--- src/rtl/alu_pkg.sv ---
// ALU shared definitions: operation encoding and flag bit positions.
// Imported by the datapath and the registered top.
package alu_pkg;

  localparam logic [2:0] OP_ADD = 3'd0;
  localparam logic [2:0] OP_SUB = 3'd1;
  localparam logic [2:0] OP_AND = 3'd2;
  localparam logic [2:0] OP_OR  = 3'd3;
  localparam logic [2:0] OP_XOR = 3'd4;
  localparam logic [2:0] OP_NOT = 3'd5;
  localparam logic [2:0] OP_SHL = 3'd6;
  localparam logic [2:0] OP_SHR = 3'd7;

  localparam int FLAG_Z = 0;
  localparam int FLAG_N = 1;
  localparam int FLAG_C = 2;
  localparam int FLAG_V = 3;

endpackage

--- src/rtl/alu_datapath.sv ---
// ALU combinational datapath: next result and Z/N/C/V flags.
// Purely combinational; all state lives in the alu top.
module alu_datapath
  import alu_pkg::*;
#(
  parameter int WIDTH = 8
) (
  input  logic [WIDTH-1:0] a,
  input  logic [WIDTH-1:0] b,
  input  logic [2:0]       op,
  output logic [WIDTH-1:0] x_nxt,
  output logic [3:0]       flag_nxt
);

  localparam int MSB = WIDTH - 1;

  logic [WIDTH:0]   sum;
  logic [WIDTH:0]   dif;
  logic [WIDTH-1:0] res;
  logic             c;
  logic             v;

  // Widened by one bit so the top bit is carry (add) or borrow (sub).
  assign sum = {1'b0, a} + {1'b0, b};
  assign dif = {1'b0, a} - {1'b0, b};

  always_comb begin
    res = '0;
    c   = 1'b0;
    v   = 1'b0;
    unique case (op)
      OP_ADD: begin
        res = sum[MSB:0];
        c   = sum[WIDTH];
        v   = (a[MSB] == b[MSB]) && (sum[MSB] != a[MSB]);
      end
      OP_SUB: begin
        res = dif[MSB:0];
        c   = dif[WIDTH];
        v   = (a[MSB] != b[MSB]) && (dif[MSB] != a[MSB]);
      end
      OP_AND: res = a & b;
      OP_OR:  res = a | b;
      OP_XOR: res = a ^ b;
      OP_NOT: res = ~a;
      OP_SHL: begin
        res = {a[MSB-1:0], 1'b0};
        c   = a[MSB];
      end
      OP_SHR: begin
        res = {1'b0, a[MSB:1]};
        c   = a[0];
      end
      default: begin
        res = '0;
        c   = 1'b0;
        v   = 1'b0;
      end
    endcase
  end

  always_comb begin
    x_nxt            = res;
    flag_nxt         = '0;
    flag_nxt[FLAG_Z] = (res == '0);
    flag_nxt[FLAG_N] = res[MSB];
    flag_nxt[FLAG_C] = c;
    flag_nxt[FLAG_V] = v;
  end

endmodule

--- src/rtl/alu.sv ---
// ALU top: one-cycle registered result and flags.
// Synchronous active-high reset clears both registers.
module alu
  import alu_pkg::*;
#(
  parameter int WIDTH = 8
) (
  input  logic             clk,
  input  logic             rst,
  input  logic [WIDTH-1:0] a,
  input  logic [WIDTH-1:0] b,
  input  logic [2:0]       op,
  output logic [WIDTH-1:0] x,
  output logic [3:0]       flag
);

  logic [WIDTH-1:0] x_nxt;
  logic [3:0]       flag_nxt;

  alu_datapath #(
    .WIDTH(WIDTH)
  ) u_dp (
    .a       (a),
    .b       (b),
    .op      (op),
    .x_nxt   (x_nxt),
    .flag_nxt(flag_nxt)
  );

  always_ff @(posedge clk) begin
    if (rst) begin
      x    <= '0;
      flag <= 4'b0000;
    end else begin
      x    <= x_nxt;
      flag <= flag_nxt;
    end
  end

endmodule

--- config.mk ---
export PLATFORM = sky130hd
export DESIGN_NAME = alu
export DESIGN_NICKNAME = d
export VERILOG_FILES = /design/src/rtl/alu_pkg.sv /design/src/rtl/alu_datapath.sv /design/src/rtl/alu.sv
export SDC_FILE = /design/constraint.sdc
export NUM_CORES = 1
export LEC_CHECK = 0
export ABC_AREA = 1
export CORE_AREA = 2 2 65 91
export DETAILED_ROUTE_END_ITERATION = 7
export DIE_AREA = 0 0 67 93
export PLACE_DENSITY = 0.59
export SETUP_SLACK_MARGIN = 0.2
export SLEW_MARGIN = 20
export SYNTH_ARGS = -nofsm -noshare
export SYNTH_HDL_FRONTEND = slang
export SYNTH_SLANG_ARGS = --single-unit
--- constraint.sdc ---
create_clock -name clk -period 5.2 [get_ports clk]
set_clock_uncertainty 0.1 [all_clocks]
set_input_delay 0.78 -clock clk [delete_from_list [all_inputs] [get_ports clk]]
set_output_delay 0.78 -clock clk [all_outputs]
set_load 0.05 [all_outputs]
==> run metrics <==
# IOs=33; DIE WIDTH=67 um; Post-Syn Nets=343; met3 Resource Use GR=0.0120; 1st-pass router iterations=4; routed length per placed instance=12.5 um; vias after detailed routing=around 1900; Arrival @ worst endpoint=~3 ns; pins over their slew limit=0; outcome=completed; Layout Nets=370; Die ar.=between 6000 and 7000 um2; Psw=158 uW; non-filler cells, final=390; Max Freq=roughly 0.35 GHz; Post-Syn Area=between 1500 and 2000 um2; #FFs+latches synth=11; top post-synthesis cells by area=ha_1 16%, nand2_1 13%, dfxtp_1 12%; HPWL after detailed placement=between 4000 and 5000 um; fin crit period=between 2 and 3 ns; Yosys top cell area share=0.164; Final TNS setup=0 ns; Max-Cap Viols=0; Required @ worst endpoint=5.27 ns; nature of the critical path endpoint=flop; syn avg cell area=slightly above 6 um2; Hold Path Class=input pin to flop; Peak VDD IR=0.0000534 V; DRT iter0 DRCs=72; Top FF cell, synth=dfxtp_1; fillers=638; Cells after DPL=slightly below 400; clk buf depth=2; final setup vio count=0; core area=roughly 5400 um2; internal power=roughly 220 uW; routed wire length=just under 5000 um; Ant. Diodes=0; Initial Util=0.337; fraction of layout cells with a size suffix above 1=0.0807; Area Overhead vs Synth=19.5%; CP Max Fanout=5; register area=220 um2; H-tree Lvls=1; Seq/Total Area, Yosys=0.120; actual slew at the worst max-slew pin=~0.71 ns; Rel. slew slack=0.524; post-route ant nets=0; Worst-path clk slew=approximately 0.05 ns; Total GRT Usage=0.166; Post-CTS Setup Repair Bufs=0; CTS buffer count=3; commonest cells after routing, fill and taps aside=63 x nand2_1, 47 x inv_1, 35 x nor2_1; clock power share=0.216; die extent in y=roughly 93 um; routability congestion estimate from global placement=between 0.9 and 1; Mapped Cells=between 200 and 300; post-cts sizing count=0; critical path launch point type=input pin; initial antenna violation count=0; Leak Pwr=about 1.1 nW; number of global-route vias before repair=1800; commonest non-fill, non-tap cell in the layout=nand2_1; crit share post-route=0.555; Row Count=32; WHS Path Cells=2; fraction of registers with async set/reset=0; RSZ-0062 raised after global routing=false; GR Layer Usage met2=0.291; yosys warns=0; utilization of the core after routing=0.403; Yosys cell types=33; power per cell area=approximately 170 nW/um2; crit path kind=input pin to flop; Final Hold Vio Count=0; met1 Resource Use GR=0.197; Switching Fraction=0.422; global-route wire length before repair=8060 um; CTS Root Cell=clkbuf_8; cell taking the most area after synthesis=ha_1; CTS tree=built; routed vias/inst=4.86; multi-input logic area=~1300 um2; Remaining Overflow, GRT=0; Post-CTS Hold Buffers=0; CTS sink count=11; largest net degree at the start of global routing=17; register share of total power=0.249; Comb pwr share=0.535; number of port buffers=32; Most Crowded Layer GR=met2; Post-synth EDFFs=0; number of remaining DRC errors=0
==> critical path, cell delays in order <==
cell and delay (ns):
clkdlybuf4s50_1 0.48, inv_1 0.10, ha_1 0.24, fa_1 0.51
nand3b_1 0.11, nand2_1 0.08, nor2_1 0.16, nand3_1 0.09
nor2_1 0.10, nand2_1 0.08, nor2_2 0.08, nand3_1 0.07
nor2_1 0.07
==> state kept, by name, summed over array words and instances, names as in the netlist <==
signal / cells
flag: 4
x: 7
==> per-layer routing <==
| metal | part of all wire | vias up |
|---|---|---|
| met4 | 0.035 | 0 |
| met2 | 0.50 | 50 |
| li1 | - | 999 |
| met1 | 0.43 | 834 |
| met5 | 0 | - |
| met3 | 0.034 | 12 |
==> layout make-up <==
type / count / area share
sequential: 11 / 0.100
timing repair buffer: 32 / 0.146
tap: 68 / 0.0388
multi-input combinational: 223 / 0.604
clock buffer: 4 / 0.0205
inverter: 52 / 0.0901
==> synth_stat cells (3+ instances only) <==
cell and instances:
nor2_4 3, ha_1 24, o21ai_0 11, buf_6 6, dfxtp_1 11, nor2_2 3
nand3_1 34, nand2_2 3, nor2_1 35, o21ai_1 3, inv_2 4, inv_1 47
xor2_1 3, nand2_1 63, nand4_1 5, a21oi_2 3, a31oi_1 4, a21oi_1 8
o22ai_1 4
==> through the flow <==
stage / setup slack (ns) / hold WS (ns) / area (um2) / total power, mW
2_1_floorplan: 2.79 / 0.873 / 1840 / 0.239
3_3_place_gp: 2.11 / 1.44 / 2150 / 0.294
3_5_place_dp: 2.08 / 1.44 / 2150 / 0.294
4_1_cts: 2.31 / 1.21 / 2190 / 0.378
5_1_grt: 2.10 / 1.26 / 2190 / 0.404
6_report: 2.32 / 1.20 / 2190 / 0.375
==> power by group through the flow <==
| stage | clock, mW | sequential, mW | combinational [mW] |
|---|---|---|---|
| 2_1_floorplan | 0 | 0.120 | 0.119 |
| 3_3_place_gp | 0 | 0.0948 | 0.200 |
| 3_5_place_dp | 0 | 0.0949 | 0.199 |
| 4_1_cts | 0.0842 | 0.0933 | 0.200 |
| 5_1_grt | 0.0873 | 0.0936 | 0.223 |
| 6_report | 0.0811 | 0.0932 | 0.201 |
==> path summary, 6_finish.rpt <==
check | from | endpoint | slack [ns]
min | rst | flag[1] | 1.20
max | a[0] | flag[0] | 2.32
==> logic make-up after synthesis <==
group	after synthesis	synth area share
buffers and inverters	62	0.158
AO/OA/AOI/OAI	39	0.128
XOR/XNOR	3	0.0143
adder cells (fa/ha/maj)	26	0.185
AND/OR/NAND/NOR	155	0.394
flip-flops	11	0.120
(Power assumes the default switching activity.)
